--- config.mk ---
export PLATFORM = sky130hd
export DESIGN_NAME = pe_mac_gen
export DESIGN_NICKNAME = d
export VERILOG_FILES = /design/src/rtl/pe_mac_gen.sv
export SDC_FILE = /design/constraint.sdc
export NUM_CORES = 1
export LEC_CHECK = 0
export BUFFER_PORTS_ARGS = -buffer_cell sky130_fd_sc_hd__buf_2
export CAP_MARGIN = 20
export CELL_PAD_IN_SITES_DETAIL_PLACEMENT = 1
export CELL_PAD_IN_SITES_GLOBAL_PLACEMENT = 1
export CORE_MARGIN = 2
export CORE_UTILIZATION = 39
export DETAILED_ROUTE_END_ITERATION = 7
export PLACE_DENSITY = 0.8
export SYNTH_ARGS = -nofsm -noshare
export SYNTH_HDL_FRONTEND = slang
export SYNTH_SLANG_ARGS = --single-unit
--- constraint.sdc ---
create_clock -name clk -period 4.28 [get_ports clk]
set_input_delay 0.642 -clock clk [delete_from_list [all_inputs] [get_ports clk]]
set_output_delay 0.642 -clock clk [all_outputs]
set_load 0.02 [all_outputs]
--- src/rtl/pe_mac_gen.sv ---
// Systolic-array PE: registered multiply, windowed accumulate, one-cycle neighbour forwarding.
// Define PE_SAT_EN to clamp the accumulator on overflow instead of wrapping.
module pe_mac_gen #(
  parameter int unsigned DATA_W   = 8,
  parameter int unsigned WEIGHT_W = 8,
  parameter int unsigned ACC_W    = 32,
  parameter int unsigned CNT_W    = 8,
  parameter bit          SIGNED   = 1'b1
) (
  input  logic                clk,
  input  logic                rst,
  input  logic                hold,
  input  logic                fire_in,
  input  logic [DATA_W-1:0]   data_in,
  input  logic [WEIGHT_W-1:0] weight_in,
  output logic                fire_out,
  output logic [DATA_W-1:0]   data_out,
  output logic [WEIGHT_W-1:0] weight_out,
  output logic [ACC_W-1:0]    result,
  output logic                result_valid,
  output logic [CNT_W-1:0]    result_cnt,
  output logic                result_ovf
);

  localparam int unsigned ProdW = DATA_W + WEIGHT_W;

  typedef enum logic [0:0] {StIdle, StAccum} state_e;

  state_e             state_q;
  logic [ProdW-1:0]   prod_q, prod_d;
  logic               fire_q;
  logic [ACC_W-1:0]   acc_q, acc_add, prod_ext;
  logic [CNT_W-1:0]   cnt_q, cnt_inc;
  logic               ovf_q, sum_ovf;
  logic [ProdW-1:0]   data_x, weight_x;
  logic [ACC_W:0]     sum;

  // Extending both operands to the product width makes one unsigned multiply
  // give the correct low bits for either signedness.
  always_comb begin
    data_x   = {{WEIGHT_W{SIGNED & data_in[DATA_W-1]}}, data_in};
    weight_x = {{DATA_W{SIGNED & weight_in[WEIGHT_W-1]}}, weight_in};
    prod_d   = data_x * weight_x;
  end

  always_comb begin
    prod_ext = ACC_W'(prod_q);
    for (int i = ProdW; i < ACC_W; i++) begin
      prod_ext[i] = SIGNED & prod_q[ProdW-1];
    end
  end

  always_comb begin
    sum     = {SIGNED & acc_q[ACC_W-1], acc_q} + {SIGNED & prod_ext[ACC_W-1], prod_ext};
    sum_ovf = SIGNED ? (sum[ACC_W] ^ sum[ACC_W-1]) : sum[ACC_W];
    cnt_inc = (cnt_q == {CNT_W{1'b1}}) ? cnt_q : cnt_q + CNT_W'(1);
`ifdef PE_SAT_EN
    // Unsigned sums can only overflow upward, so the top clamp suffices there.
    if (!sum_ovf) begin
      acc_add = sum[ACC_W-1:0];
    end else if (!SIGNED) begin
      acc_add = {ACC_W{1'b1}};
    end else if (sum[ACC_W]) begin
      acc_add = {1'b1, {(ACC_W-1){1'b0}}};
    end else begin
      acc_add = {1'b0, {(ACC_W-1){1'b1}}};
    end
`else
    acc_add = sum[ACC_W-1:0];
`endif
  end

  always_ff @(posedge clk) begin
    if (rst) begin
      state_q      <= StIdle;
      prod_q       <= '0;
      fire_q       <= 1'b0;
      acc_q        <= '0;
      cnt_q        <= '0;
      ovf_q        <= 1'b0;
      fire_out     <= 1'b0;
      data_out     <= '0;
      weight_out   <= '0;
      result       <= '0;
      result_valid <= 1'b0;
      result_cnt   <= '0;
      result_ovf   <= 1'b0;
    end else if (!hold) begin
      prod_q       <= prod_d;
      fire_q       <= fire_in;
      fire_out     <= fire_in;
      data_out     <= data_in;
      weight_out   <= weight_in;
      result_valid <= 1'b0;
      unique case (state_q)
        StIdle: begin
          if (fire_q) begin
            acc_q   <= prod_ext;
            cnt_q   <= CNT_W'(1);
            ovf_q   <= 1'b0;
            state_q <= StAccum;
          end
        end
        StAccum: begin
          if (fire_q) begin
            acc_q <= acc_add;
            cnt_q <= cnt_inc;
            ovf_q <= ovf_q | sum_ovf;
          end else begin
            result       <= acc_q;
            result_cnt   <= cnt_q;
            result_ovf   <= ovf_q;
            result_valid <= 1'b1;
            acc_q        <= '0;
            state_q      <= StIdle;
          end
        end
        default: state_q <= StIdle;
      endcase
    end
  end

endmodule

==> impl_metrics.csv, run 1 <==
group,metric,value,unit
timing,fmax,243,MHz
die,die_x,152,µm
setup_path,crit_path_cell_trace,"buf_2 > nand2_2 > inv_1 > fa_2 > inv_2 > fa_1 > fa_1 > fa_1 > inv_1 > ha_4 > and2_1 > a31o_2 > a21oi_1 > a21oi_1 > xnor2_1 > o21a_1",
route,drt_iter0_markers,320,
synthesis,synth_top_family_by_area,"adder cells",
setup_path,critPathArrivalTime,4.44,ns
die,ioPinCount,79,
layout,fin_util,47.4,%
synthesis,async_flop_share,0,%
layout,drive_gt1_share,18.0,%
cts,hold_buffers,0,
synthesis,synth-simple-area-share,19.8,%
worst_hold_path,min_to,"result[17]",
timing,drv_slew,0,
layout,fillers,2630,
route,drt_wl_total,24500,µm
cts,cts_made_buffers,17,
worst_hold_path,min_from,"result[17]",
timing,worst_slack,0.161,ns
timing,setup_tns,0,ns
setup_path,cp_top_family,"adder cells",
die,core-area,0.0217,mm²
synthesis,synth-adder-area-share,22.2,%
worst_hold_path,min_path_cells,2,
synthesis,synth_warnings,0,
global_routing,grt_usage,21.2,%
synthesis,synth-xor-area-share,3.99,%
cts,path_clk_slew,0.06,ns
synthesis,ys_types,63,
synthesis,synth_top_area_cell,"dfxtp_1",
placement,hpwl,17600,µm
cts,cts.sinks,117,
global_routing,grt_overflow,0,
timing,finalCritPeriodShare,96.2,%
placement,place_congestion,0.874,
timing,setup_viol,0,
global_routing,grt_pass1_vias,8320,
layout,area_growth,20.1,%
setup_path,crit_buf_inv,4,
cts,cts_tree,"built",
route,vias_per_cell,5.32,
timing,relSlewSlack,47.2,%
timing,finalCriticalPeriod,4.12,ns
global_routing,antenna_found_initial,1,
timing,fin_worst_skew,0.0131,ns
route,postRouteAntennaNets,0,
die,start_util,39.4,%
synthesis,synth_area,0.00855,mm²
cts,cts_resized,0,
setup_path,critPathMaxFanout,9,
worst_hold_path,worstHoldPathType,"flop to flop",
timing,worst_slew_pin_slew,0.792,ns
die,die_area,0.0231,mm²
setup_path,timing.rr.end,"ovf_q",
pwr,power.density,496,mW/mm²
pwr,p_leak,0.00473,µW
synthesis,ys_ff_latch,117,
outcome,status,"finished clean",
synthesis,yosys-top-cells-area,"dfxtp_1 (27%), fa_1 (13%), ha_1 (9.1%)",
synthesis,synthCells,1050,
synthesis,synth_compound_area_share,17.6,%
die,die_h,152,µm
layout,layout.nets,1301,
route,drc,0,
setup_path,r2r_slack,1.06,ns
synthesis,synth_top_area_share,27.4,%
cts,root_buffer,"clkbuf_16",
flow_run,cap_viol_max_count,0,
synthesis,synth_ff_type,"dfxtp_1",
synthesis,synth_edf_count,0,
cts,clock_latency,0.43,ns
route,routed-via-count,7751,
route,dr.pass1.iters,4,
global_routing,grt_max_degree,63,
synthesis,yosys-mux-area-fraction,3.04,%
setup_path,crit_path_max_incr_delay,0.62,ns
global_routing,grt_first_pass_wirelength,40600,µm
setup_path,crit_path_start_kind,"primary input",
setup_path,worstSetupPathType,"primary input to flop",
cts,h-tree-depth,4,
timing,hold_viol,0,
timing,rsz0062_at_grt,"yes",
setup_path,reg2regPathDepth,10,
placement,placed_area,0.00962,mm²
pwr,peakVddDrop,0.298,mV
synthesis,ys_seq_area_share,27.4,%
synthesis,postSynthAreaPerCell,8.15,µm²
placement,port_buffers,78,
setup_path,path_depth,16,
layout,design_area,0.0103,mm²
placement,pre_cts_ws,-0.448,ns
route,routedWlPerCell,16.8,µm
setup_path,r2r-start,"prod_q[15]",
synthesis,synth_fp_nets,1188,
setup_path,crit_path_frequent_cell,"fa_1",
cts,post-cts-setup-buffer-count,0,
die,rows,54,
cts,clock_path_buffers,2,
setup_path,required,4.60,ns
setup_path,setup.worst_path.end_class,"flop",
setup_path,slowest_stage,"fa_2",
[per-layer routing]
layer	track usage, %	share of wire (%)
met5	0	0
met4	6.41	1.5
met3	3.17	3.2
met2	38.8	51
met1	25.7	45
[per-stage QoR]
| step | total power (µW) | hold WS (ns) | std cells |
|---|---|---|---|
| 2_1_floorplan | 2840 | 0.432 | 1050 |
| 3_3_place_gp | 3410 | 0.439 | 1424 |
| 3_5_place_dp | 3520 | 0.445 | 1424 |
| 4_1_cts | 5020 | 0.454 | 1456 |
| 5_1_grt | 5480 | 0.472 | 1456 |
| 6_report | 5100 | 0.449 | 1457 |
[kinds of logic after synthesis]
| family | count (synthesis) |
|---|---|
| AO/OA/AOI/OAI | 245 |
| XOR/XNOR | 39 |
| adder cells (fa/ha/maj) | 118 |
| buffers and inverters | 135 |
| flip-flops | 117 |
| multiplexers | 26 |
| AND/OR/NAND/NOR | 370 |
[Yosys cell counts, types with 3 or more instances]
cell and instances:
nor3_1 19, fa_1 56, dfxtp_1 117, mux2i_1 26
o22a_1 3, o21ai_0 45, ha_1 62, a211oi_1 8
a21oi_1 107, a31o_2 3, inv_1 93, xor2_1 13
and3_1 13, or2_2 4, xnor2_1 26, and2_1 41
nand2_1 138, clkbuf_1 38, o21a_1 6, a2111oi_0 4
nand4_1 4, nand3_1 10, o21bai_1 8, or3_1 7
nor2b_1 3, nand2b_1 11, a311oi_1 3, a21o_1 25
nor2_1 106, a31oi_1 10
[final cells by class]
class / count / area (µm²) / area share [%]
Multi-Input combinational cell: 798 / 5810 / 56.6
Sequential cell: 117 / 2340 / 22.8
Timing Repair Buffer: 136 / 833 / 8.11
Clock buffer: 17 / 425 / 4.14
Tap cell: 280 / 350 / 3.41
Inverter: 93 / 349 / 3.40
Clock inverter: 15 / 154 / 1.50
Antenna cell: 1 / 2.50 / 0.0244
[state kept, by name (all words and copies together), names as in the netlist, 8 cells and up]
register    flops
result         32
cnt_q           8
prod_q         16
acc_q          32
result_cnt      8
data_out        8
weight_out      8
[worst reg2reg max path, delay by kind of cell (launching register included)]
family                     cells  cell delay (ns)
DFF                            1             0.30
AOI/OAI and AO/OA              3             0.95
buffers and inverters          2             0.44
adders and majority gates      1             0.42
and+or+nand+nor                4             1.00
[where the power goes]
group	switching [µW]	total (µW)	internal [µW]
sequential	68.5	1230	1160
clock	611	1430	822
combinational	1310	2430	1120
total	1990	5100	3110
[worst max path at each step]
stage	startpoint	to	slack (ns)
6_report	data_in[7]	prod_q[15]	0.16
5_1_grt	weight_in[2]	prod_q[14]	-0.04
4_1_cts	weight_in[4]	prod_q[14]	0.01
3_5_place_dp	weight_in[4]	prod_q[14]	-0.45
3_3_place_gp	weight_in[4]	prod_q[14]	-0.32
2_1_floorplan	data_in[6]	prod_q[14]	-0.005
[placed cells by master, fill, tap and decap left out, drive strengths merged, types with 4 or more instances in the layout]
master	instances
nor2	107
a311oi	4
a211oi	8
buf	134
nand2	138
o21ai	45
nand4	4
a31oi	10
and2	41
fa	56
o21a	6
and3	13
o21bai	8
a21o	25
or3	8
a21oi	107
dfxtp	117
nor3	19
a2111oi	4
ha	62
nand2b	11
mux2i	26
inv	103
clkbuf	19
xor2	13
or2	4
nand3	10
xnor2	26
No activity file was read; power rests on OpenSTA's default activity.
==> inputs of run 2 (changes only) <==
--- a/config.mk
+++ b/config.mk
@@ -12,7 +12,8 @@
 export CORE_MARGIN = 2
 export CORE_UTILIZATION = 39
 export DETAILED_ROUTE_END_ITERATION = 7
-export PLACE_DENSITY = 0.8
+export PLACE_DENSITY = 0.77
+export SLEW_MARGIN = 20
 export SYNTH_ARGS = -nofsm -noshare
 export SYNTH_HDL_FRONTEND = slang
 export SYNTH_SLANG_ARGS = --single-unit
==> constraint.sdc (replaced) <==
create_clock -name clk -period 4.15 [get_ports clk]
set_input_delay 0.6225 -clock clk [delete_from_list [all_inputs] [get_ports clk]]
set_output_delay 0.6225 -clock clk [all_outputs]
set_load 0.02 [all_outputs]
==> run 2 against run 1 <==
  * Non-clock buffer count down 1
  * Final area up 1.5%
  * Routed wire length up 0.68%
  * Cell count down 0.21%
  * Via count down 0.57%
  * Core utilization up 0.71 points
  * Sequential power up 3%
  * Clock-buffer cell count up 2
  * Worst hold slack worse by 0.0023 ns
  * Critical path type unchanged
  * Critical endpoint is now prod_q[14]
==> impl_metrics.csv, run 2 (same netlist as run 1, synthesis figures left out) <==
group,metric,value,unit
cts,root_buffer,"clkbuf_16",
layout,design_area,0.0104,mm²
timing,drv_slew,0,
global_routing,grt_first_pass_wirelength,41500,µm
setup_path,cp_top_family,"adder cells",
layout,diodes,0,
setup_path,crit_path_max_incr_delay,0.54,ns
timing,finalCritPeriodShare,98.8,%
cts,cts_made_buffers,17,
setup_path,worstSetupPathType,"primary input to flop",
setup_path,slowest_stage,"fa_1",
placement,port_buffers,78,
setup_path,critPathArrivalTime,4.42,ns
route,vias_per_cell,5.30,
setup_path,crit_path_frequent_cell,"fa_1",
global_routing,grt_usage,21.6,%
die,die_h,152,µm
setup_path,required,4.47,ns
layout,layout_common_cells,"nand2_1 (137), dfxtp_1 (117), nor2_1 (102), a21oi_1 (101), inv_1 (79)",
die,rows,54,
die,die_x,152,µm
layout,fillers,2613,
timing,setup_tns,0,ns
timing,worst_slew_pin_slew,0.805,ns
setup_path,setup.worst_path.end_class,"flop",
timing,setup_viol,0,
timing,hold_slack,0.447,ns
route,drt_wl_total,24700,µm
setup_path,crit_buf_inv,3,
global_routing,grt_max_degree,62,
route,routedWlPerCell,17.0,µm
timing,hold_viol,0,
placement,hpwl,17800,µm
cts,cts.sinks,117,
flow_run,cap_viol_max_count,0,
pwr,p_leak,0.00472,µW
layout,mostFrequentLayoutCell,"nand2_1",
layout,largestRegisters,"acc_q (32), result (32), prod_q (16)",
global_routing,grt_pass1_vias,8383,
cts,cts_tree,"built",
setup_path,critPathMaxFanout,6,
timing,relSlewSlack,46.3,%
layout,drive_gt1_share,20.1,%
pwr,power.density,515,mW/mm²
global_routing,grt_overflow,0,
route,routed-via-count,7707,
route,postRouteAntennaNets,0,
die,core-area,0.0217,mm²
route,drc,0,
setup_path,r2r_slack,1.11,ns
cts,h-tree-depth,4,
placement,dp.cells,1421,
pwr,peakVddDrop,0.305,mV
setup_path,crit_path_cell_trace,"buf_2 > and2_1 > fa_1 > ha_1 > inv_1 > fa_1 > fa_1 > inv_1 > ha_4 > nor2b_4 > o21ai_4 > a21oi_2 > o21ai_1 > nand2b_1 > a21oi_2 > o211a_1 > a211o_1",
cts,clock_path_buffers,2,
die,start_util,39.4,%
route,dr.pass1.iters,4,
cts,hold_buffers,0,
timing,fin_worst_skew,0.0112,ns
timing,finalCriticalPeriod,4.10,ns
timing,fmax,244,MHz
layout,fin_cells,1454,
outcome,status,"finished clean",
placement,place_congestion,0.844,
die,die_area,0.0231,mm²
layout,fin_util,48.1,%
die,ioPinCount,79,
global_routing,antenna_found_initial,1,
route,drt_iter0_markers,274,
layout,layout.nets,1300,
timing,rsz0062_at_grt,"yes",
cts,path_clk_slew,0.06,ns
worst_hold_path,worstHoldPathType,"primary input to flop",
cts,clock_latency,0.43,ns
setup_path,crit_path_start_kind,"primary input",
placement,placed_area,0.00968,mm²
layout,area_growth,21.9,%
[run 2: cell types whose count changed in the layout (fill, tap and decap cells not counted), moves of 5 or more]
cell and change:
ha_1 -7, buf_2 -5, ha_4 +6, inv_2 +9, inv_1 -10
[run 2: path summary, 6_finish.rpt]
check | from | to | cells after the start
min reg2reg | result[22] | result[22] | 2
max | data_in[2] | prod_q[14] | 17
max reg2reg | prod_q[8] | acc_q[30] | 9
min | fire_in | fire_q | 3
[run 2: area by class of cell]
type                            count  area, µm²  area share, %
Multi-Input combinational cell    798       5970           57.2
Sequential cell                   117       2340           22.5
Timing Repair Buffer              135        846           8.11
Clock buffer                       19        443           4.25
Inverter                           93        353           3.38
Tap cell                          280        350           3.36
Clock inverter                     12        123           1.18
[run 2: per-layer routing]
layer  routed length (µm)  GRT usage, %  vias to the layer above
met2                12900          39.1                      110
met4                  395          7.30                        2
met1                10700          25.9                     3804
met5                   12             0                        -
li1                     -             -                     3763
met3                  673          3.85                       28
[run 2: power by group]
| part | total, µW | switching [µW] | internal [µW] |
|---|---|---|---|
| Clock | 1450 | 603 | 845 |
| Sequential | 1270 | 67.4 | 1200 |
| Combinational | 2650 | 1410 | 1250 |
| Total | 5370 | 2080 | 3290 |
[run 2: per-stage QoR]
stage | worst slack [ns] | power, µW
after floorplan | -0.00481 | 3030
after global placement | -0.298 | 3600
after detailed placement | -0.439 | 3750
after CTS | 0.00280 | 5250
after global routing | -0.0864 | 5790
final | 0.0480 | 5370
[run 2: repair_timing]
action | in CTS | in global routing
setup endpoints to repair | 1 | 7
resized for setup | 2 | 43
cloned | 0 | 0
setup buffers | 0 | 2
pin swaps | 0 | 32
[run 2: worst reg2reg max path, cell delays in order, from the launching register on]
cell       delay (ns)
dfxtp_1          0.34
ha_1             0.44
a211oi_1         0.15
o21ai_0          0.29
o2111ai_2        0.22
a311oi_2         0.41
nor2_2           0.13
or4_4            0.56
a311o_1          0.34
o22ai_1          0.10
